--- config.mk ---
export PLATFORM = sky130hd
export DESIGN_NAME = fetch_unit_flat
export DESIGN_NICKNAME = d
export VERILOG_FILES = /design/src/rtl/fetch_pkg.sv /design/src/rtl/fetch_if.sv /design/src/rtl/fetch_buf.sv /design/src/rtl/fetch_unit.sv /design/src/flat_wrapper.sv
export SDC_FILE = /design/constraint.sdc
export NUM_CORES = 1
export LEC_CHECK = 0
export BUFFER_PORTS_ARGS = -buffer_cell sky130_fd_sc_hd__clkbuf_2
export CORE_AREA = 2 2 189 154
export CTS_BUF_LIST = sky130_fd_sc_hd__clkbuf_16
export DETAILED_ROUTE_END_ITERATION = 8
export DIE_AREA = 0 0 191 156
export PLACE_DENSITY = 0.48
export SYNTH_ARGS = -nofsm -noshare
export SYNTH_HDL_FRONTEND = slang
export SYNTH_HIERARCHICAL = 1
export SYNTH_SLANG_ARGS = --single-unit
export TNS_END_PERCENT = 20
--- constraint.sdc ---
create_clock -name clk -period 4.3 [get_ports clk]
set_clock_uncertainty 0.05 [all_clocks]
set_input_delay 0.86 -clock clk [delete_from_list [all_inputs] [get_ports clk]]
set_output_delay 0.86 -clock clk [all_outputs]
set_load 0.03 [all_outputs]
--- src/rtl/fetch_pkg.sv ---
// Shared types for the fetch slice: instruction width, buffer entry layout, length decode.
// Pure declarations; no latency, no flow control.
package fetch_pkg;

    localparam logic [31:0] RESET_PC_DEFAULT = 32'h0000_0000;
    localparam int          ILEN             = 32;

    typedef struct packed {
        logic [ILEN-1:0] pc;
        logic [ILEN-1:0] data;
        logic            compressed;
    } entry_t;

    function automatic logic is_compressed(input logic [ILEN-1:0] word);
        return word[1:0] != 2'b11;
    endfunction

endpackage

--- src/rtl/fetch_if.sv ---
// Fetch-side bundle: instruction ROM port, redirect request and decode handshake.
// master = fetch unit, slave = ROM/decode/branch environment; backpressure via inst_ready.
interface fetch_if;
    import fetch_pkg::*;

    logic [ILEN-1:0] imem_addr;
    logic [ILEN-1:0] imem_data;
    logic            redirect_valid;
    logic [ILEN-1:0] redirect_pc;
    logic            inst_valid;
    logic            inst_ready;
    logic [ILEN-1:0] inst_data;
    logic [ILEN-1:0] inst_pc;
    logic            inst_compressed;

    modport master (
        output imem_addr,
        input  imem_data,
        input  redirect_valid,
        input  redirect_pc,
        output inst_valid,
        input  inst_ready,
        output inst_data,
        output inst_pc,
        output inst_compressed
    );

    modport slave (
        input  imem_addr,
        output imem_data,
        output redirect_valid,
        output redirect_pc,
        input  inst_valid,
        output inst_ready,
        input  inst_data,
        input  inst_pc,
        input  inst_compressed
    );

endinterface

--- src/rtl/fetch_buf.sv ---
// Two-entry FIFO of decoded instructions with flush; head presented straight from a register.
// One-cycle push-to-head latency; caller must not push when full unless popping in the same cycle.
module fetch_buf
    import fetch_pkg::*;
(
    input  logic       clk,
    input  logic       rst_n,
    input  logic       flush,
    input  logic       push,
    input  entry_t     push_dat,
    input  logic       pop,
    output entry_t     head_dat,
    output logic [1:0] count
);

    entry_t     slot0_q, slot0_d;
    entry_t     slot1_q, slot1_d;
    logic [1:0] count_q, count_d;

    always_comb begin
        slot0_d = slot0_q;
        slot1_d = slot1_q;
        count_d = count_q;
        if (flush) begin
            count_d = 2'd0;
        end else begin
            case ({push, pop})
                2'b10: begin
                    if (count_q == 2'd0) begin
                        slot0_d = push_dat;
                        count_d = 2'd1;
                    end else if (count_q == 2'd1) begin
                        slot1_d = push_dat;
                        count_d = 2'd2;
                    end
                end
                2'b01: begin
                    slot0_d = slot1_q;
                    count_d = count_q - 2'd1;
                end
                2'b11: begin
                    // Occupancy stays put; the new entry lands behind whatever remains.
                    if (count_q == 2'd1) begin
                        slot0_d = push_dat;
                    end else begin
                        slot0_d = slot1_q;
                        slot1_d = push_dat;
                    end
                end
                default: ;
            endcase
        end
    end

    always_ff @(posedge clk or negedge rst_n) begin
        if (!rst_n) begin
            slot0_q <= '0;
            slot1_q <= '0;
            count_q <= 2'd0;
        end else begin
            slot0_q <= slot0_d;
            slot1_q <= slot1_d;
            count_q <= count_d;
        end
    end

    assign head_dat = slot0_q;
    assign count    = count_q;

endmodule

--- src/rtl/fetch_unit.sv ---
// Sequential/redirected PC generation over a 1-cycle ROM, 16/32-bit length decode, 2-deep output buffer.
// Two edges from issue to inst_valid; when the buffer is full the ROM address is replayed until decode drains it.
module fetch_unit
    import fetch_pkg::*;
#(
    parameter logic [31:0] RESET_PC = RESET_PC_DEFAULT
) (
    input  logic     clk,
    input  logic     rst_n,
    fetch_if.master  bus
);

    logic [ILEN-1:0] req_pc_q, req_pc_d;
    logic            req_valid_q, req_valid_d;

    logic            rsp_comp;
    logic [ILEN-1:0] rsp_word;
    logic [ILEN-1:0] fetch_addr;
    logic            push;
    logic            pop;
    logic [1:0]      count;
    entry_t          push_dat;
    entry_t          head_dat;

    always_comb begin
        rsp_comp = is_compressed(bus.imem_data);
        rsp_word = rsp_comp ? {16'h0000, bus.imem_data[15:0]} : bus.imem_data;
        pop      = (count != 2'd0) && bus.inst_ready;
        push     = req_valid_q && !bus.redirect_valid && ((count != 2'd2) || pop);
        push_dat = '{pc: req_pc_q, data: rsp_word, compressed: rsp_comp};

        // Without a push the same address is re-read, so the ROM returns the same word next cycle.
        if (bus.redirect_valid) begin
            fetch_addr = {bus.redirect_pc[ILEN-1:1], 1'b0};
        end else if (push) begin
            fetch_addr = req_pc_q + (rsp_comp ? 32'd2 : 32'd4);
        end else begin
            fetch_addr = req_pc_q;
        end

        req_pc_d    = fetch_addr;
        req_valid_d = 1'b1;
    end

    always_ff @(posedge clk or negedge rst_n) begin
        if (!rst_n) begin
            req_pc_q    <= RESET_PC;
            req_valid_q <= 1'b0;
        end else begin
            req_pc_q    <= req_pc_d;
            req_valid_q <= req_valid_d;
        end
    end

    fetch_buf u_buf (
        .clk      (clk),
        .rst_n    (rst_n),
        .flush    (bus.redirect_valid),
        .push     (push),
        .push_dat (push_dat),
        .pop      (pop),
        .head_dat (head_dat),
        .count    (count)
    );

    assign bus.imem_addr       = fetch_addr;
    assign bus.inst_valid      = (count != 2'd0);
    assign bus.inst_pc         = head_dat.pc;
    assign bus.inst_data       = head_dat.data;
    assign bus.inst_compressed = head_dat.compressed;

endmodule

--- src/flat_wrapper.sv ---
// flat-port wrapper written by rule: the top's interface ports become plain ports
module fetch_unit_flat import fetch_pkg::*;
#(
    parameter logic [31:0] RESET_PC = RESET_PC_DEFAULT
)
  (clk, rst_n, bus_imem_addr, bus_imem_data, bus_redirect_valid, bus_redirect_pc, bus_inst_valid, bus_inst_ready, bus_inst_data, bus_inst_pc, bus_inst_compressed);
  fetch_if bus_i ();
  input  logic clk;
  input  logic rst_n;
  output wire logic [$bits(bus_i.imem_addr)-1:0] bus_imem_addr;
  input wire logic [$bits(bus_i.imem_data)-1:0] bus_imem_data;
  input wire logic [$bits(bus_i.redirect_valid)-1:0] bus_redirect_valid;
  input wire logic [$bits(bus_i.redirect_pc)-1:0] bus_redirect_pc;
  output wire logic [$bits(bus_i.inst_valid)-1:0] bus_inst_valid;
  input wire logic [$bits(bus_i.inst_ready)-1:0] bus_inst_ready;
  output wire logic [$bits(bus_i.inst_data)-1:0] bus_inst_data;
  output wire logic [$bits(bus_i.inst_pc)-1:0] bus_inst_pc;
  output wire logic [$bits(bus_i.inst_compressed)-1:0] bus_inst_compressed;
  assign bus_imem_addr = bus_i.imem_addr;
  assign bus_i.imem_data = bus_imem_data;
  assign bus_i.redirect_valid = bus_redirect_valid;
  assign bus_i.redirect_pc = bus_redirect_pc;
  assign bus_inst_valid = bus_i.inst_valid;
  assign bus_i.inst_ready = bus_inst_ready;
  assign bus_inst_data = bus_i.inst_data;
  assign bus_inst_pc = bus_i.inst_pc;
  assign bus_inst_compressed = bus_i.inst_compressed;
  fetch_unit #(.RESET_PC(RESET_PC)) u_core (.clk(clk), .rst_n(rst_n), .bus(bus_i));
endmodule
After elaboration in Yosys (flattened, before gate mapping) --
Index checks and enable logic that the tools add are counted.
Word-level totals: register bits 165, latch bits 0, memory bits (writable) 0, ROM bits 0, bits of input ports 68, logic and storage cells 49, memories 0
Cells by class: add/subtract/negate cells 2, multipliers 0, div/mod/pow operators 0, $lt $le $gt $ge 0, equal/unequal tests 10, shift operators 0, mux-type cells 14, bitwise operators 1, reductions and logical operators 13
Operators with widths (count):
- 2-to-1 mux 65 bit | 4
- one-hot mux 65 bit (3 select lines) | 1
- one-hot mux 65 bit (2 select lines) | 1
- 2-to-1 mux 32 bit | 3
- adder 32 bit | 1
- != test 2 bit, second input constant | 5
- 2-to-1 mux 2 bit | 3
- nonzero test 3 bit | 2
- equality test 2 x 1 -> 1 bit, second input constant | 2
- equality test 2 bit, second input constant | 2
- != test 4 bit, second input constant | 1
- one-hot mux 2 bit (2 select lines) | 1
- AND reduction 4 bit | 1
- nonzero test 2 bit | 2
- logical AND 1 bit | 3
- 2-to-1 mux 3 bit | 1
- AND reduction 3 bit | 1
- logical NOT 2 bit | 1
- AND reduction 2 bit | 1
- subtractor 2 x 1 -> 2 bit, second input constant | 1
- logical NOT 1 bit | 1
- logical OR 1 bit | 1
- NOT 1 bit | 1

Logic depth before layout (Yosys ltp) --
depth after elaboration 7, mapped depth 10, depth with buffers taken out 7

By module --
The synthesis kept the hierarchy.
Modules (own cells, without submodules):
- fetch_buf | times used 1, cells each 378, area an instance 6052.1 sq um, seq. area each 3303.2 sq um
- fetch_unit | times used 1, cells each 261, area an instance 2192.1 sq um, seq. area each 825.8 sq um

Worst setup path before layout --
No wires, ideal clock.
path type input to output, start in bus_imem_data[0], end out bus_imem_addr[22], data arrival time 3.192 ns, data required time 3.390 ns, path slack 0.198 ns, stages 9, path buffers 3, cell sequence clkbuf_1 -> clkbuf_1 -> nand2_1 -> ha_1 -> a22oi_1 -> or4_1 -> buf_2 -> or4_1 -> a31oi_1
On the way: cells in the longest elaborated chain, start to end 5
Ends and longest elaborated chain:
- start, declared | RTL line flat_wrapper.sv:11 | input wire logic [$bits(bus_i.imem_data)-1:0] bus_imem_data;
- != test 2 bit | RTL line fetch_pkg.sv:15 | return word[1:0] != 2'b11;
- 2-to-1 mux 3 bit | RTL line fetch_unit.sv:36 | fetch_addr = req_pc_q + (rsp_comp ? 32'd2 : 32'd4);
- adder 32 bit | RTL line fetch_unit.sv:36
- 2-to-1 mux 32 bit | RTL line fetch_unit.sv:35 | end else if (push) begin
- 2-to-1 mux 32 bit | RTL line fetch_unit.sv:33 | if (bus.redirect_valid) begin
- end, declared | RTL line flat_wrapper.sv:10 | output wire logic [$bits(bus_i.imem_addr)-1:0] bus_imem_addr;
No other way between the ends.

Worst setup path in the final report --
start in bus_imem_data[1], end out bus_imem_addr[30]
Same word-level chain as after synthesis.

==> impl_metrics.tcl <==
set metrics [dict create \
    via_per_inst 4.769 \
    clk_pin_slew_worst_paths_ns 0.07 \
    wl_um 20660 \
    drive_gt1_frac 0.5043 \
    netlist_area_sq_um 8244 \
    clockRootBuffer "clkbuf_16" \
    grt_pass1_vias 5721 \
    crit_arrival_ns 3.14 \
    outcome "finished, final reports clean" \
    drt_first_pass_iters 4 \
    required_ns 3.39 \
    worst-path-max-fanout 16 \
    vias 5627 \
    initial_utilization 0.2958 \
    tightest_slew_ns 0.9296 \
    dp.cells 1148 \
    max_freq_mhz 247.1 \
    drt.antenna.violating_nets 0 \
    hold_path.class "in2async" \
    grt_pass1_wl_um 32360 \
    drv_slew 0 \
    gp_congestion 0.7370 \
    multi_input_area_sq_um 3817 \
    ys_warn_count 6 \
    post_cts_buffers 0 \
    synth_top_family_by_area "multiplexers" \
    seq_area_sq_um 4129 \
    setup-tns-final_ns 0 \
    critPathKind "in2out" \
    setup.worst_path.end_class "primary output" \
    rows 55 \
    layout_commonest_cell "dfrtp_1" \
    fin_crit_ns 4.047 \
    clockBufferDepth 2 \
    total_power_w 0.005877 \
    synth_edf_count 0 \
    fin_util 0.3586 \
    powerDensity_nw_per_um2 588.0 \
    synthMuxAreaShare 0.2785 \
    syn-num-nets 712 \
    drtIter0Drc 185 \
    die_h_um 156 \
    critPathLaunchType "input port" \
    numPortBuffers 164 \
    hold_buffers 0 \
    grt_overflow_total 0 \
    core_sq_um 27870 \
    grt_max_degree 78 \
    max-vdd-ir-drop_v 0.0002920 \
    fill_cells 2828 \
    ys_seq_area_frac 0.5008 \
    pin_count 166 \
    cpMaxStageDelayCell "or4_1" \
    synth_compound_area_frac 0.06329 \
    cts-resized-gates 0 \
    yosys.area_share.simple 0.1047 \
    max_stage_delay_ns 0.52 \
    synth_cells 639 \
    cts_tree "done" \
    syn_avg_cell_area_sq_um 12.90 \
    power.leakage_nw 4.602 \
    dp_hpwl_um 13890 \
    rsz0062_at_grt "no" \
    hold_violations 0 \
    synth-seq-cells 165 \
    synth_xor_area_frac 0.005312 \
    grtUsageTotal 0.1417 \
    ys.flop_type "dfrtp_1" \
    fin_crit_sh 0.9412 \
    wl_per_cell_um 17.51 \
    maxCapViolations 0 \
    setup_violations 0 \
    slew_headroom 0.3779 \
    cts_num_sinks 165 \
    final_cells 1180 \
    die_area_sq_um 29800 \
    cts-htree-levels 4 \
    finalNetCount 870 \
    path_cells "clkbuf_2 -> nand2_1 -> ha_1 -> a22oi_1 -> or4_1 -> buf_4 -> or4_1 -> a31oi_1 -> clkbuf_2" \
    synth_adder_area_share 0.007588 \
    areaGrowthSynthToFinish_pct 21.22 \
    clk_latency_ns 0.42 \
    dieWidth_um 191 \
    ys_async_sr_fraction 1.000 \
    synth_cell_types 56 \
    layout_common_cells "165 x dfrtp_1, 163 x clkbuf_2, 159 x mux2_2, 30 x mux2_4, 24 x nor2_1" \
    antenna_found_initial 0 \
    drc 0 \
    cts_buffers 17 \
]
==> per-layer routing <==
metal,share of wire,GRT usage,up-vias
met3,0.048,0.03644,10
met1,0.50,0.2008,2799
met5,0,0,-
met2,0.44,0.2120,121
met4,0.010,0.04097,0
li1,-,-,2697
==> state kept, by name, indices dropped and copies added (netlist names) <==
register,flops
u_core/req_valid_q,1
u_core/req_pc_q,32
u_core/u_buf/head_dat,65
u_core/u_buf/slot1_q,65
u_core/u_buf/count,2
==> worst paths after layout <==
check,from,endpoint,slack [ns],cells after the start
worst max-delay path,bus_imem_data[1],bus_imem_addr[30],0.25,9
worst min-delay path,rst_n,u_core/u_buf/head_dat[53],0.42,1
worst max register to register,u_core/u_buf/count[0],u_core/u_buf/slot1_q[52],1.22,6
worst min register to register,u_core/u_buf/slot1_q[5],u_core/u_buf/slot1_q[5],0.44,1
max in group asynchronous,rst_n,u_core/u_buf/slot1_q[4],2.86,2
min in group clk,u_core/u_buf/slot1_q[5],u_core/u_buf/slot1_q[5],0.44,1
==> cell type report <==
type	instances	share of cell area
tap	370	0.04633
multi-input combinational	424	0.3820
clock buffer	17	0.04257
clock inverter	14	0.01214
antenna	1	0.0002504
sequential	165	0.4132
timing repair buffer	181	0.1005
inverter	8	0.003005
==> per-stage QoR <==
stage	cell area, sq um	hold WS, ns	setup WS [ns]
after global placement	9444	0.4185	0.2359
after detailed placement	9444	0.4290	0.2246
after global routing	9991	0.4604	0.1164
after floorplan	8244	0.4085	0.1982
after CTS	9991	0.4424	0.2161
final	9993	0.4222	0.2527
==> power breakdown <==
group | internal (W) | total (W) | switching (W) | leakage [nW]
registers | 0.00209 | 0.00240 | 0.000306 | 2.04
logic | 0.000869 | 0.00200 | 0.00113 | 2.30
clock network | 0.000837 | 0.00148 | 0.000644 | 0.269
==> critical path: cells and delay by family <==
kind | cells | cell delay (ns)
buf+inv | 3 | 0.61
simple gates | 3 | 1.07
compound gates | 2 | 0.38
fa+ha+maj | 1 | 0.20
==> kinds of logic after synthesis <==
kind of cell	count (synthesis)
mux	194
flops	165
simple gates	148
compound gates	71
buf+inv	50
fa+ha+maj	5
xor+xnor	5
other cells	1
==> Yosys cell counts (5+ instances only) <==
| library cell | instances | area share |
|---|---|---|
| ha_1 | 5 | 0.0076 |
| or3_1 | 5 | 0.0038 |
| mux2_2 | 159 | 0.22 |
| and3_1 | 18 | 0.014 |
| mux2_4 | 30 | 0.055 |
| inv_1 | 7 | 0.0032 |
| buf_6 | 15 | 0.020 |
| o21ai_0 | 7 | 0.0042 |
| or4_1 | 20 | 0.018 |
| a31oi_1 | 21 | 0.016 |
| clkbuf_1 | 16 | 0.0073 |
| nand2_1 | 22 | 0.010 |
| and4_1 | 6 | 0.0064 |
| nand2b_1 | 5 | 0.0038 |
| buf_2 | 6 | 0.0036 |
| o31ai_1 | 16 | 0.015 |
| o31a_1 | 5 | 0.0053 |
| dfrtp_1 | 165 | 0.50 |
| nor2_1 | 25 | 0.011 |
| nand3_1 | 13 | 0.0079 |
| nand4_1 | 10 | 0.0076 |
(Power assumes the default switching activity.)
